`src/rtl/multicycle_control_fsm_pkg.sv`:
```
// ---------------------------------------------------------------------------
// multicycle_control_fsm_pkg
//   Shared types and constants for the multicycle RV32I control sequencer:
//   FSM state encoding, ALU operation codes, RV32I opcode and branch funct3
//   values, datapath mux-select codes, the registered control word, and the
//   funct3/funct7 -> ALU operation decoder.
// ---------------------------------------------------------------------------
package multicycle_control_fsm_pkg;

  typedef enum logic [3:0] {
    S_FETCH   = 4'd0,
    S_DECODE  = 4'd1,
    S_EXEC_R  = 4'd2,
    S_EXEC_I  = 4'd3,
    S_ALU_WB  = 4'd4,
    S_MEM_ADR = 4'd5,
    S_MEM_RD  = 4'd6,
    S_MEM_WB  = 4'd7,
    S_MEM_WR  = 4'd8,
    S_BRANCH  = 4'd9,
    S_JAL     = 4'd10,
    S_FAULT   = 4'd11
  } ctrl_state_t;

  typedef enum logic [3:0] {
    ALU_ADD  = 4'd0,
    ALU_SUB  = 4'd1,
    ALU_AND  = 4'd2,
    ALU_OR   = 4'd3,
    ALU_XOR  = 4'd4,
    ALU_SLL  = 4'd5,
    ALU_SRL  = 4'd6,
    ALU_SRA  = 4'd7,
    ALU_SLT  = 4'd8,
    ALU_SLTU = 4'd9
  } alu_op_t;

  localparam logic [6:0] OP_R      = 7'b0110011;
  localparam logic [6:0] OP_IMM    = 7'b0010011;
  localparam logic [6:0] OP_LOAD   = 7'b0000011;
  localparam logic [6:0] OP_STORE  = 7'b0100011;
  localparam logic [6:0] OP_BRANCH = 7'b1100011;
  localparam logic [6:0] OP_JAL    = 7'b1101111;
  localparam logic [6:0] OP_LUI    = 7'b0110111;

  localparam logic [2:0] F3_BEQ  = 3'b000;
  localparam logic [2:0] F3_BNE  = 3'b001;
  localparam logic [2:0] F3_BLT  = 3'b100;
  localparam logic [2:0] F3_BGE  = 3'b101;
  localparam logic [2:0] F3_BLTU = 3'b110;
  localparam logic [2:0] F3_BGEU = 3'b111;

  localparam logic [1:0] SRCA_RS1   = 2'd0;
  localparam logic [1:0] SRCA_OLDPC = 2'd1;
  localparam logic [1:0] SRCA_ZERO  = 2'd2;
  localparam logic [1:0] SRCB_RS2   = 2'd0;
  localparam logic [1:0] SRCB_IMM   = 2'd1;
  localparam logic [1:0] SRCB_FOUR  = 2'd2;
  localparam logic [1:0] RES_ALU    = 2'd0;
  localparam logic [1:0] RES_MEM    = 2'd1;
  localparam logic [1:0] RES_PC4    = 2'd2;

  // Registered control word. jump/branch are kept separate so that the
  // branch decision can use the ALU flags of the BRANCH cycle itself.
  typedef struct packed {
    logic       ir_write;
    logic       pc_update;
    logic       jump;
    logic       branch;
    logic       reg_write;
    logic       mem_write;
    logic [1:0] alu_src_a;
    logic [1:0] alu_src_b;
    alu_op_t    alu_control;
    logic [1:0] result_src;
    logic       retire;
    logic       illegal;
  } ctrl_word_t;

  // funct7_5 only selects SUB for register-register ops; for OP-IMM it is an
  // immediate bit except on the shift-right pair.
  function automatic alu_op_t alu_decode(input logic [2:0] funct3,
                                         input logic       funct7_5,
                                         input logic       is_reg);
    alu_op_t op;
    unique case (funct3)
      3'b000:  op = (is_reg && funct7_5) ? ALU_SUB : ALU_ADD;
      3'b001:  op = ALU_SLL;
      3'b010:  op = ALU_SLT;
      3'b011:  op = ALU_SLTU;
      3'b100:  op = ALU_XOR;
      3'b101:  op = funct7_5 ? ALU_SRA : ALU_SRL;
      3'b110:  op = ALU_OR;
      default: op = ALU_AND;
    endcase
    return op;
  endfunction

endpackage

```
`src/rtl/multicycle_control_fsm_if.sv`:
```
// ---------------------------------------------------------------------------
// multicycle_control_fsm_if
//   Bundle between the control sequencer and the rest of the core.
//   master : sequencer side (decode fields + ALU flags in, controls out)
//   slave  : datapath side (mirror image)
//   Signals: opcode, funct3, funct7_5, alu_zero_flag, alu_lt_flag,
//   alu_ltu_flag, ir_write, pc_update, pc_src, reg_write, mem_write,
//   alu_src_a, alu_src_b, alu_control, result_src, retire, instret,
//   illegal_instr.
// ---------------------------------------------------------------------------
interface multicycle_control_fsm_if #(parameter int INSTRET_W = 32);
  logic [6:0]           opcode;
  logic [2:0]           funct3;
  logic                 funct7_5;
  logic                 alu_zero_flag;
  logic                 alu_lt_flag;
  logic                 alu_ltu_flag;
  logic                 ir_write;
  logic                 pc_update;
  logic                 pc_src;
  logic                 reg_write;
  logic                 mem_write;
  logic [1:0]           alu_src_a;
  logic [1:0]           alu_src_b;
  logic [3:0]           alu_control;
  logic [1:0]           result_src;
  logic                 retire;
  logic [INSTRET_W-1:0] instret;
  logic                 illegal_instr;

  modport master (
    input  opcode, funct3, funct7_5, alu_zero_flag, alu_lt_flag, alu_ltu_flag,
    output ir_write, pc_update, pc_src, reg_write, mem_write, alu_src_a,
           alu_src_b, alu_control, result_src, retire, instret, illegal_instr
  );

  modport slave (
    output opcode, funct3, funct7_5, alu_zero_flag, alu_lt_flag, alu_ltu_flag,
    input  ir_write, pc_update, pc_src, reg_write, mem_write, alu_src_a,
           alu_src_b, alu_control, result_src, retire, instret, illegal_instr
  );
endinterface

```
`src/rtl/multicycle_control_fsm_branch_resolver.sv`:
```
// ---------------------------------------------------------------------------
// multicycle_control_fsm_branch_resolver
//   Combinational branch condition evaluation.
//   funct3_i : branch funct3
//   zero_i / lt_i / ltu_i : ALU flags from rs1 - rs2
//   taken_o  : condition true
//   legal_o  : funct3 is one of the six RV32I branch codes
// ---------------------------------------------------------------------------
module multicycle_control_fsm_branch_resolver
  import multicycle_control_fsm_pkg::*;
(
  input  logic [2:0] funct3_i,
  input  logic       zero_i,
  input  logic       lt_i,
  input  logic       ltu_i,
  output logic       taken_o,
  output logic       legal_o
);

  always_comb begin
    taken_o = 1'b0;
    legal_o = 1'b1;
    unique case (funct3_i)
      F3_BEQ:  taken_o = zero_i;
      F3_BNE:  taken_o = ~zero_i;
      F3_BLT:  taken_o = lt_i;
      F3_BGE:  taken_o = ~lt_i;
      F3_BLTU: taken_o = ltu_i;
      F3_BGEU: taken_o = ~ltu_i;
      default: legal_o = 1'b0;
    endcase
  end

endmodule

```
`src/rtl/multicycle_control_fsm.sv`:
```
// ---------------------------------------------------------------------------
// multicycle_control_fsm
//   Main sequencer of the multicycle RV32I core. Steps each instruction
//   through FETCH/DECODE/EXECUTE/MEM/WB, drives fetch, register file, ALU and
//   data-memory controls, resolves branches, pulses retire and counts
//   retired instructions.
//   clk   : core clock
//   reset : synchronous, active-high; all outputs forced to 0 while high
//   bus   : multicycle_control_fsm_if.master (decode fields, flags, controls)
// ---------------------------------------------------------------------------
module multicycle_control_fsm
  import multicycle_control_fsm_pkg::*;
#(
  parameter int INSTRET_W = 32
) (
  input  logic                          clk,
  input  logic                          reset,
  multicycle_control_fsm_if.master      bus
);

  localparam logic [INSTRET_W-1:0] INSTRET_ONE = {{(INSTRET_W-1){1'b0}}, 1'b1};

  ctrl_state_t          state_q, state_d;
  ctrl_word_t           ctrl_q, ctrl_d, ctrl_o;
  logic [INSTRET_W-1:0] instret_q;
  logic                 br_taken, br_legal;

  multicycle_control_fsm_branch_resolver u_branch_resolver (
    .funct3_i (bus.funct3),
    .zero_i   (bus.alu_zero_flag),
    .lt_i     (bus.alu_lt_flag),
    .ltu_i    (bus.alu_ltu_flag),
    .taken_o  (br_taken),
    .legal_o  (br_legal)
  );

  // Next-state selection
  always_comb begin
    state_d = state_q;
    unique case (state_q)
      S_FETCH:  state_d = S_DECODE;
      S_DECODE: begin
        unique case (bus.opcode)
          OP_R:              state_d = S_EXEC_R;
          OP_IMM, OP_LUI:    state_d = S_EXEC_I;
          OP_LOAD, OP_STORE: state_d = S_MEM_ADR;
          OP_BRANCH:         state_d = br_legal ? S_BRANCH : S_FAULT;
          OP_JAL:            state_d = S_JAL;
          default:           state_d = S_FAULT;
        endcase
      end
      S_EXEC_R, S_EXEC_I: state_d = S_ALU_WB;
      S_MEM_ADR: state_d = (bus.opcode == OP_STORE) ? S_MEM_WR : S_MEM_RD;
      S_MEM_RD:  state_d = S_MEM_WB;
      S_ALU_WB, S_MEM_WB, S_MEM_WR, S_BRANCH, S_JAL: state_d = S_FETCH;
      default:   state_d = S_FAULT;
    endcase
  end

  // Control word for the state being entered; registered with the state
  always_comb begin
    ctrl_d = '0;
    unique case (state_d)
      S_FETCH:  ctrl_d.ir_write = 1'b1;
      S_EXEC_R: begin
        ctrl_d.alu_src_b   = SRCB_RS2;
        ctrl_d.alu_control = alu_decode(bus.funct3, bus.funct7_5, 1'b1);
      end
      S_EXEC_I: begin
        ctrl_d.alu_src_b = SRCB_IMM;
        if (bus.opcode == OP_LUI) begin
          ctrl_d.alu_src_a   = SRCA_ZERO;
          ctrl_d.alu_control = ALU_ADD;
        end else begin
          ctrl_d.alu_control = alu_decode(bus.funct3, bus.funct7_5, 1'b0);
        end
      end
      S_ALU_WB: begin
        ctrl_d.reg_write  = 1'b1;
        ctrl_d.result_src = RES_ALU;
        ctrl_d.pc_update  = 1'b1;
        ctrl_d.retire     = 1'b1;
      end
      S_MEM_ADR: begin
        ctrl_d.alu_src_b   = SRCB_IMM;
        ctrl_d.alu_control = ALU_ADD;
      end
      S_MEM_WB: begin
        ctrl_d.reg_write  = 1'b1;
        ctrl_d.result_src = RES_MEM;
        ctrl_d.pc_update  = 1'b1;
        ctrl_d.retire     = 1'b1;
      end
      S_MEM_WR: begin
        ctrl_d.mem_write = 1'b1;
        ctrl_d.pc_update = 1'b1;
        ctrl_d.retire    = 1'b1;
      end
      S_BRANCH: begin
        ctrl_d.alu_src_a   = SRCA_RS1;
        ctrl_d.alu_src_b   = SRCB_RS2;
        ctrl_d.alu_control = ALU_SUB;
        ctrl_d.branch      = 1'b1;
        ctrl_d.pc_update   = 1'b1;
        ctrl_d.retire      = 1'b1;
      end
      S_JAL: begin
        ctrl_d.reg_write  = 1'b1;
        ctrl_d.result_src = RES_PC4;
        ctrl_d.pc_update  = 1'b1;
        ctrl_d.jump       = 1'b1;
        ctrl_d.retire     = 1'b1;
      end
      S_FAULT:  ctrl_d.illegal = 1'b1;
      default:  ctrl_d = '0;
    endcase
  end

  // State, control word and retire counter registers
  always_ff @(posedge clk) begin
    if (reset) begin
      state_q         <= S_FETCH;
      ctrl_q          <= '0;
      ctrl_q.ir_write <= 1'b1;
      instret_q       <= '0;
    end else begin
      state_q <= state_d;
      ctrl_q  <= ctrl_d;
      if (ctrl_q.retire) begin
        instret_q <= instret_q + INSTRET_ONE;
      end
    end
  end

  // Reset gates every output, including a write enable of an aborted
  // instruction; the branch decision uses this cycle's ALU flags.
  always_comb begin
    ctrl_o = reset ? '0 : ctrl_q;
  end

  assign bus.ir_write      = ctrl_o.ir_write;
  assign bus.pc_update     = ctrl_o.pc_update;
  assign bus.pc_src        = ctrl_o.jump | (ctrl_o.branch & br_taken);
  assign bus.reg_write     = ctrl_o.reg_write;
  assign bus.mem_write     = ctrl_o.mem_write;
  assign bus.alu_src_a     = ctrl_o.alu_src_a;
  assign bus.alu_src_b     = ctrl_o.alu_src_b;
  assign bus.alu_control   = ctrl_o.alu_control;
  assign bus.result_src    = ctrl_o.result_src;
  assign bus.retire        = ctrl_o.retire;
  assign bus.illegal_instr = ctrl_o.illegal;
  assign bus.instret       = reset ? '0 : instret_q;

endmodule

```
`src/flat_wrapper.sv`:
```
// flat-port wrapper written by rule: the top's interface ports become plain ports
module multicycle_control_fsm_flat import multicycle_control_fsm_pkg::*;
#(
  parameter int INSTRET_W = 32
)
  (clk, reset, bus_opcode, bus_funct3, bus_funct7_5, bus_alu_zero_flag, bus_alu_lt_flag, bus_alu_ltu_flag, bus_ir_write, bus_pc_update, bus_pc_src, bus_reg_write, bus_mem_write, bus_alu_src_a, bus_alu_src_b, bus_alu_control, bus_result_src, bus_retire, bus_instret, bus_illegal_instr);
  multicycle_control_fsm_if #(.INSTRET_W(INSTRET_W)) bus_i ();
  input  logic clk;
  input  logic reset;
  input wire logic [$bits(bus_i.opcode)-1:0] bus_opcode;
  input wire logic [$bits(bus_i.funct3)-1:0] bus_funct3;
  input wire logic [$bits(bus_i.funct7_5)-1:0] bus_funct7_5;
  input wire logic [$bits(bus_i.alu_zero_flag)-1:0] bus_alu_zero_flag;
  input wire logic [$bits(bus_i.alu_lt_flag)-1:0] bus_alu_lt_flag;
  input wire logic [$bits(bus_i.alu_ltu_flag)-1:0] bus_alu_ltu_flag;
  output wire logic [$bits(bus_i.ir_write)-1:0] bus_ir_write;
  output wire logic [$bits(bus_i.pc_update)-1:0] bus_pc_update;
  output wire logic [$bits(bus_i.pc_src)-1:0] bus_pc_src;
  output wire logic [$bits(bus_i.reg_write)-1:0] bus_reg_write;
  output wire logic [$bits(bus_i.mem_write)-1:0] bus_mem_write;
  output wire logic [$bits(bus_i.alu_src_a)-1:0] bus_alu_src_a;
  output wire logic [$bits(bus_i.alu_src_b)-1:0] bus_alu_src_b;
  output wire logic [$bits(bus_i.alu_control)-1:0] bus_alu_control;
  output wire logic [$bits(bus_i.result_src)-1:0] bus_result_src;
  output wire logic [$bits(bus_i.retire)-1:0] bus_retire;
  output wire logic [$bits(bus_i.instret)-1:0] bus_instret;
  output wire logic [$bits(bus_i.illegal_instr)-1:0] bus_illegal_instr;
  assign bus_i.opcode = bus_opcode;
  assign bus_i.funct3 = bus_funct3;
  assign bus_i.funct7_5 = bus_funct7_5;
  assign bus_i.alu_zero_flag = bus_alu_zero_flag;
  assign bus_i.alu_lt_flag = bus_alu_lt_flag;
  assign bus_i.alu_ltu_flag = bus_alu_ltu_flag;
  assign bus_ir_write = bus_i.ir_write;
  assign bus_pc_update = bus_i.pc_update;
  assign bus_pc_src = bus_i.pc_src;
  assign bus_reg_write = bus_i.reg_write;
  assign bus_mem_write = bus_i.mem_write;
  assign bus_alu_src_a = bus_i.alu_src_a;
  assign bus_alu_src_b = bus_i.alu_src_b;
  assign bus_alu_control = bus_i.alu_control;
  assign bus_result_src = bus_i.result_src;
  assign bus_retire = bus_i.retire;
  assign bus_instret = bus_i.instret;
  assign bus_illegal_instr = bus_i.illegal_instr;
  multicycle_control_fsm #(.INSTRET_W(INSTRET_W)) u_core (.clk(clk), .reset(reset), .bus(bus_i));
endmodule
```
`config.mk`:
```
export PLATFORM = sky130hd
export DESIGN_NAME = multicycle_control_fsm_flat
export DESIGN_NICKNAME = d
export VERILOG_FILES = /design/src/rtl/multicycle_control_fsm_pkg.sv /design/src/rtl/multicycle_control_fsm_if.sv /design/src/rtl/multicycle_control_fsm_branch_resolver.sv /design/src/rtl/multicycle_control_fsm.sv /design/src/flat_wrapper.sv
export SDC_FILE = /design/constraint.sdc
export NUM_CORES = 1
export LEC_CHECK = 0
export ABC_AREA = 1
export CAP_MARGIN = 15
export CORE_MARGIN = 3
export CORE_UTILIZATION = 54
export DETAILED_ROUTE_END_ITERATION = 10
export GPL_TIMING_DRIVEN = 0
export PLACE_DENSITY_LB_ADDON = 0.25
export SLEW_MARGIN = 20
export SYNTH_ARGS = -nofsm -noshare
export SYNTH_HDL_FRONTEND = slang
export SYNTH_SLANG_ARGS = --single-unit
```
`constraint.sdc`:
```
create_clock -name clk -period 2.88 [get_ports clk]
set_input_delay 0.576 -clock clk [delete_from_list [all_inputs] [get_ports clk]]
set_output_delay 0.576 -clock clk [all_outputs]
set_load 0.05 [all_outputs]
```
* Word-level counts from Yosys, hierarchy flattened
Cells that the tools add are included.
Widths: inputs -> output; s select.
** Operators by class
- Add/subtract/negate cells :: 1
- Eq/ne operators :: 33
- Muxes and demuxes :: 23
- Bitwise logic cells :: 6
- Reduce and logical (&&, ||, !) cells :: 11
** Operator list (number)
- $pmux 4 s7 :: 2
- $add 32x1->32 const B :: 1
- $mux 32 :: 1
- $eq 4x3->1 const B :: 7
- $eq 4x4->1 const B :: 7
- $pmux 4 s6 :: 1
- $eq 7x6->1 const B :: 3
- $pmux 4 s5 :: 1
- $pmux 5 s4 :: 1
- $mux 18 :: 1
- $eq 4x2->1 const B :: 4
- $eq 7x7->1 const B :: 2
- $eq 3x3->1 const B :: 4
- $mux 1 :: 10
- $reduce_or 5->1 :: 2
- $logic_not 4->1 :: 2
- $mux 4 :: 2
- $reduce_or 2->1 :: 4
- $eq 7x2->1 const B :: 1
- $eq 7x5->1 const B :: 1
- $eq 3x2->1 const B :: 2
- $pmux 1 s6 :: 1
- $reduce_or 6->1 :: 1
- $eq 4x1->1 const B :: 1
- 8 further kinds :: 12
** Word-level totals
- Register bits :: 53
- Input port bits :: 16
- Output and inout port bits :: 49

* Logic depth before layout (Yosys ltp)
- Word-level depth :: 9
- Depth in mapped cells :: 14
- Depth with buffers taken out :: 14

* Cells and area by module
A second synthesis with hierarchy kept.
** Unflattened totals
- Cell total of the unflattened synthesis :: 447
- Area, all modules :: 2974.1 sq um
** Modules (own cells, without submodules)
- multicycle_control_fsm :: times used 1, cells each 428, area each 2895.3 sq um, sequential area each 1001.0 sq um
- multicycle_control_fsm_branch_resolver :: times used 1, cells each 19, area each 78.8 sq um, sequential area each 0.0 sq um

* Worst setup path before layout
OpenSTA, ideal clock, no wires.
- Path type :: input to output
- Start point :: input reset
- End point :: output bus_pc_src
- Arrival :: 2.054 ns
- Data required time :: 2.304 ns
- Path slack :: 0.250 ns
- Stages on the path :: 4
- Cell sequence :: clkbuf_1 clkbuf_1 nor2_1 a31o_2
** Between the ends
- Longest elaborated chain between the ends :: 3
** Ends and longest elaborated chain
- from (decl) :: RTL line flat_wrapper.sv:9 : input logic reset;
- $mux 18 (*) :: RTL line multicycle_control_fsm.sv:138 : ctrl_o = reset ? '0 : ctrl_q;
- $and 1x1->1 :: RTL line multicycle_control_fsm.sv:143 : assign bus.pc_src = ctrl_o.jump | (ctrl_o.branch & br_taken);
- $or 1x1->1 (*) :: RTL line multicycle_control_fsm.sv:143
- to (decl) :: RTL line flat_wrapper.sv:18 : output wire logic [$bits(bus_i.pc_src)-1:0] bus_pc_src;
Mark *: on every way between the ends. The rest lies on a longest branch, timed or not.

* Worst setup path in the final report
- Start point :: input reset
- End point :: output bus_instret[18]
** Between the ends
- Longest elaborated chain between the ends :: 1
** Ends and longest elaborated chain
- $mux 32 :: RTL line multicycle_control_fsm.sv:152 : assign bus.instret = reset ? '0 : instret_q;
- to (decl) :: RTL line flat_wrapper.sv:26 : output wire logic [$bits(bus_i.instret)-1:0] bus_instret;
Every way passes these cells.

==> run metrics <==
outcome=finished, final reports clean; sequential share of power=41.5%; Worst Hold Class=flip-flop to flip-flop; cell mode on critical path=clkbuf_2; Sink Count=50; Post-Synthesis Cells=between 400 and 500; Synth Area per Inst=6.207 um^2; Hold Crit Depth=2; Max-Cap Viols=0; total CTS buffers=5; CP top delay family=buffers and inverters; initial core utilization=about 58%; Clock Tree Buf Depth=2; Initial DRC Count=171; DP Cell Count=between 500 and 600; Final Critical Period=2.768 ns; Pwr Density=between 500 and 600 nW/um^2; Post-synth top cells=nor2_1 (108), inv_1 (79), nand2_1 (67); hold buffer count at CTS=0; All-Layer GR Usage=~26%; post-synth top area cell=dfxtp_1; via count=around 3100; CTS tree=yes; Tightest Pin Transition=0.5853 ns; vias per cell=~5.2; Max VDD drop=~0.0005 V; switching fraction of total power=between 40% and 50%; Syn-to-layout area delta=26.38%; Syn Std Cell Area=2855 um^2; Post-DRT Antenna Nets=0; CP peak stage delay=about 0.81 ns; Crit path buffers/inverters=4; Hold Startpoint=u_core.instret_q[31]$_SDFFE_PP0P_; Leak=around 1.5 nW; vias in the first global route=about 3000; layout net count=between 500 and 600; # diodes=0; Placer Congestion=about 0.93; Slew HR=between 60% and 70%; DRT Wirelength=7522 um; Arr. time, crit path=~2.2 ns; DIE HEIGHT=~80 um; clock-pin slew on the worst setup and hold paths=0.09 ns; io pins=65; grt total ovfl=0; post-synthesis sequential area ratio=between 30% and 40%; Setup CP Type=primary input to output pin; post-detailed-route DRC marker count=0; die area=about 6200 um^2; RSZ-0062 raised after global routing=false; Synth Register Bits=50; first-pass GRT wire length=12810 um; # setup viols final=0; crit-path cells=clkbuf_2 > clkbuf_2 > buf_2 > nor2_1 > clkdlybuf4s50_1; R2R Setup Slk=slightly above 0.8 ns; Final Hold Vio Count=0; ranking of synthesized cells by area=dfxtp_1 (35%), nor2_1 (14%), inv_1 (10%); CP Data Required Time=around 2.3 ns; logic gate share of total power=between 30% and 40%; clock skew=0.003378 ns; Worst Hold End=u_core.instret_q[31]$_SDFFE_PP0P_; Synth top area share=35.06%; H-tree levels=2; clock network fraction of total power=a little over a fifth; Root Driver=clkbuf_8; # port buffers=60; largest net degree at the start of global routing=15; Max Slew Vio Count=0; period utilization=between 90 and 100%; Post-synth ARST share=0%; reg-to-reg startpoint=u_core.instret_q[13]$_SDFFE_PP0P_; Non-Filler Instances=~600; initial antenna violation count=0; NetSw=between 0.7 and 0.8 mW; routed length per instance=approximately 13 um; row cnt=25; Max Freq=about 360 MHz; Clk Latency, worst-skew pair=about 0.31 ns; reg2reg end=u_core.instret_q[24]$_SDFFE_PP0P_; Post-synth EDFFs=0; slowest CP cell=clkdlybuf4s50_1; Die X=roughly 80 um; critical-path maximum fanout=10; most common cell in the netlist=nor2_1; CP Launch Type=primary input; layout cells sized above 1=between 8 and 9%; CP endpoint kind=output pin; HPWL Detailed=~5800 um; Pint=1.176 mW; r2r worst-path depth=9; Layout Utilization=73.48%; Core Footprint=a little under 5000 um^2; TritonRoute pass-1 iters=4; post-synth cell types=36; YS warnings=0; Main synth FF type=dfxtp_1
-- registers in the layout, summed over array words and instances (netlist names) --
| name | count |
|---|---|
| u_core.instret_q | 32 |
| u_core.ctrl_q | 14 |
| u_core.state_q | 4 |
-- cell families after synthesis --
group,Yosys count,synth area share (%)
simple gates,241,37.69
buf+inv,101,13.67
compound gates,64,12.36
flops,50,35.06
fa+ha+maj,1,0.4381
other cells,1,0.1313
xor+xnor,1,0.3068
mux,1,0.3506
-- cell usage in the layout (no fill, tap or decap), types with 2 or more instances in the layout --
cell,n
conb_1,2
nand4_1,10
o211ai_1,2
o21ai_1,3
a21oi_1,28
nor2_2,4
nor3_2,3
nor3_1,16
nand2_2,4
inv_2,9
dfxtp_1,50
buf_4,3
clkbuf_2,4
clkdlybuf4s50_1,37
dlygate4sd2_1,22
clkbuf_1,5
nor2_4,2
a31oi_1,3
buf_2,2
clkbuf_8,6
nand2_1,67
nor4_1,5
nor2_1,108
o21ai_0,21
nand3_1,18
inv_1,79
-- repair_timing --
item / in CTS / in global routing
buffers inserted: 0 / 0
resized for setup: 27 / 4
endpoints found under the setup margin: 34 / 15
gates cloned: 0 / 0
-- worst register-to-register path: cells and delay by family, from the launching register on --
family,cells,cell delay (ns)
flops,1,0.39
simple gates,6,0.99
buf+inv,2,0.21
compound gates,1,0.34
-- per-stage QoR --
| stage | total power, mW | setup TNS [ns] | cell area [um^2] | hold WS, ns | setup slack (ns) |
|---|---|---|---|---|---|
| 4_1_cts | 1.973 | 0 | 3611 | 0.4978 | 0.0002349 |
| 5_1_grt | 2.098 | 0 | 3608 | 0.5066 | 0.01603 |
| 6_report | 1.976 | 0 | 3608 | 0.4903 | 0.1117 |
| 3_5_place_dp | 1.551 | -9.578 | 3543 | 0.4788 | -0.3955 |
| 2_1_floorplan | 1.369 | 0 | 2859 | 0.4481 | 0.2499 |
| 3_3_place_gp | 1.527 | -9.193 | 3543 | 0.4688 | -0.4212 |
-- layout make-up --
cell class,count,area [um^2]
timing repair buffer,60,568.0
clock buffer,7,86.33
sequential,50,1001
inverter,88,330.3
fill,437,1303
buffer,13,66.31
tap,67,83.83
multi-input combinational,310,1468
clock inverter,1,5.005
-- power groups by stage --
| stage | Clock [mW] | Combinational (mW) | Sequential, mW |
|---|---|---|---|
| after CTS | 0.438 | 0.717 | 0.818 |
| after global routing | 0.467 | 0.803 | 0.827 |
| final | 0.430 | 0.726 | 0.820 |
| after floorplan | 0 | 0.551 | 0.818 |
| after global placement | 0 | 0.699 | 0.828 |
| after detailed placement | 0 | 0.718 | 0.833 |
-- how the worst max path moves through the flow --
stage          start                to  slack [ns]  cells past startpoint
2_1_floorplan  reset        bus_pc_src        0.25                      4
3_3_place_gp   reset  bus_alu_src_b[0]       -0.42                      5
3_5_place_dp   reset  bus_alu_src_b[0]       -0.40                      5
4_1_cts        reset    bus_instret[5]      0.0002                      5
5_1_grt        reset     bus_mem_write        0.02                      5
6_report       reset   bus_instret[18]        0.11                      5
-- metal layers --
layer  global-route usage, %  vias to the layer above  routed length (um)
met1                   29.33                     1390                3152
met5                       0                        -                   0
met4                   13.64                        0                 229
met2                   46.10                      114                3688
met3                   4.875                       21                 452
li1                        -                     1587                   -
Note: power is estimated with default switching activity, not from simulation.
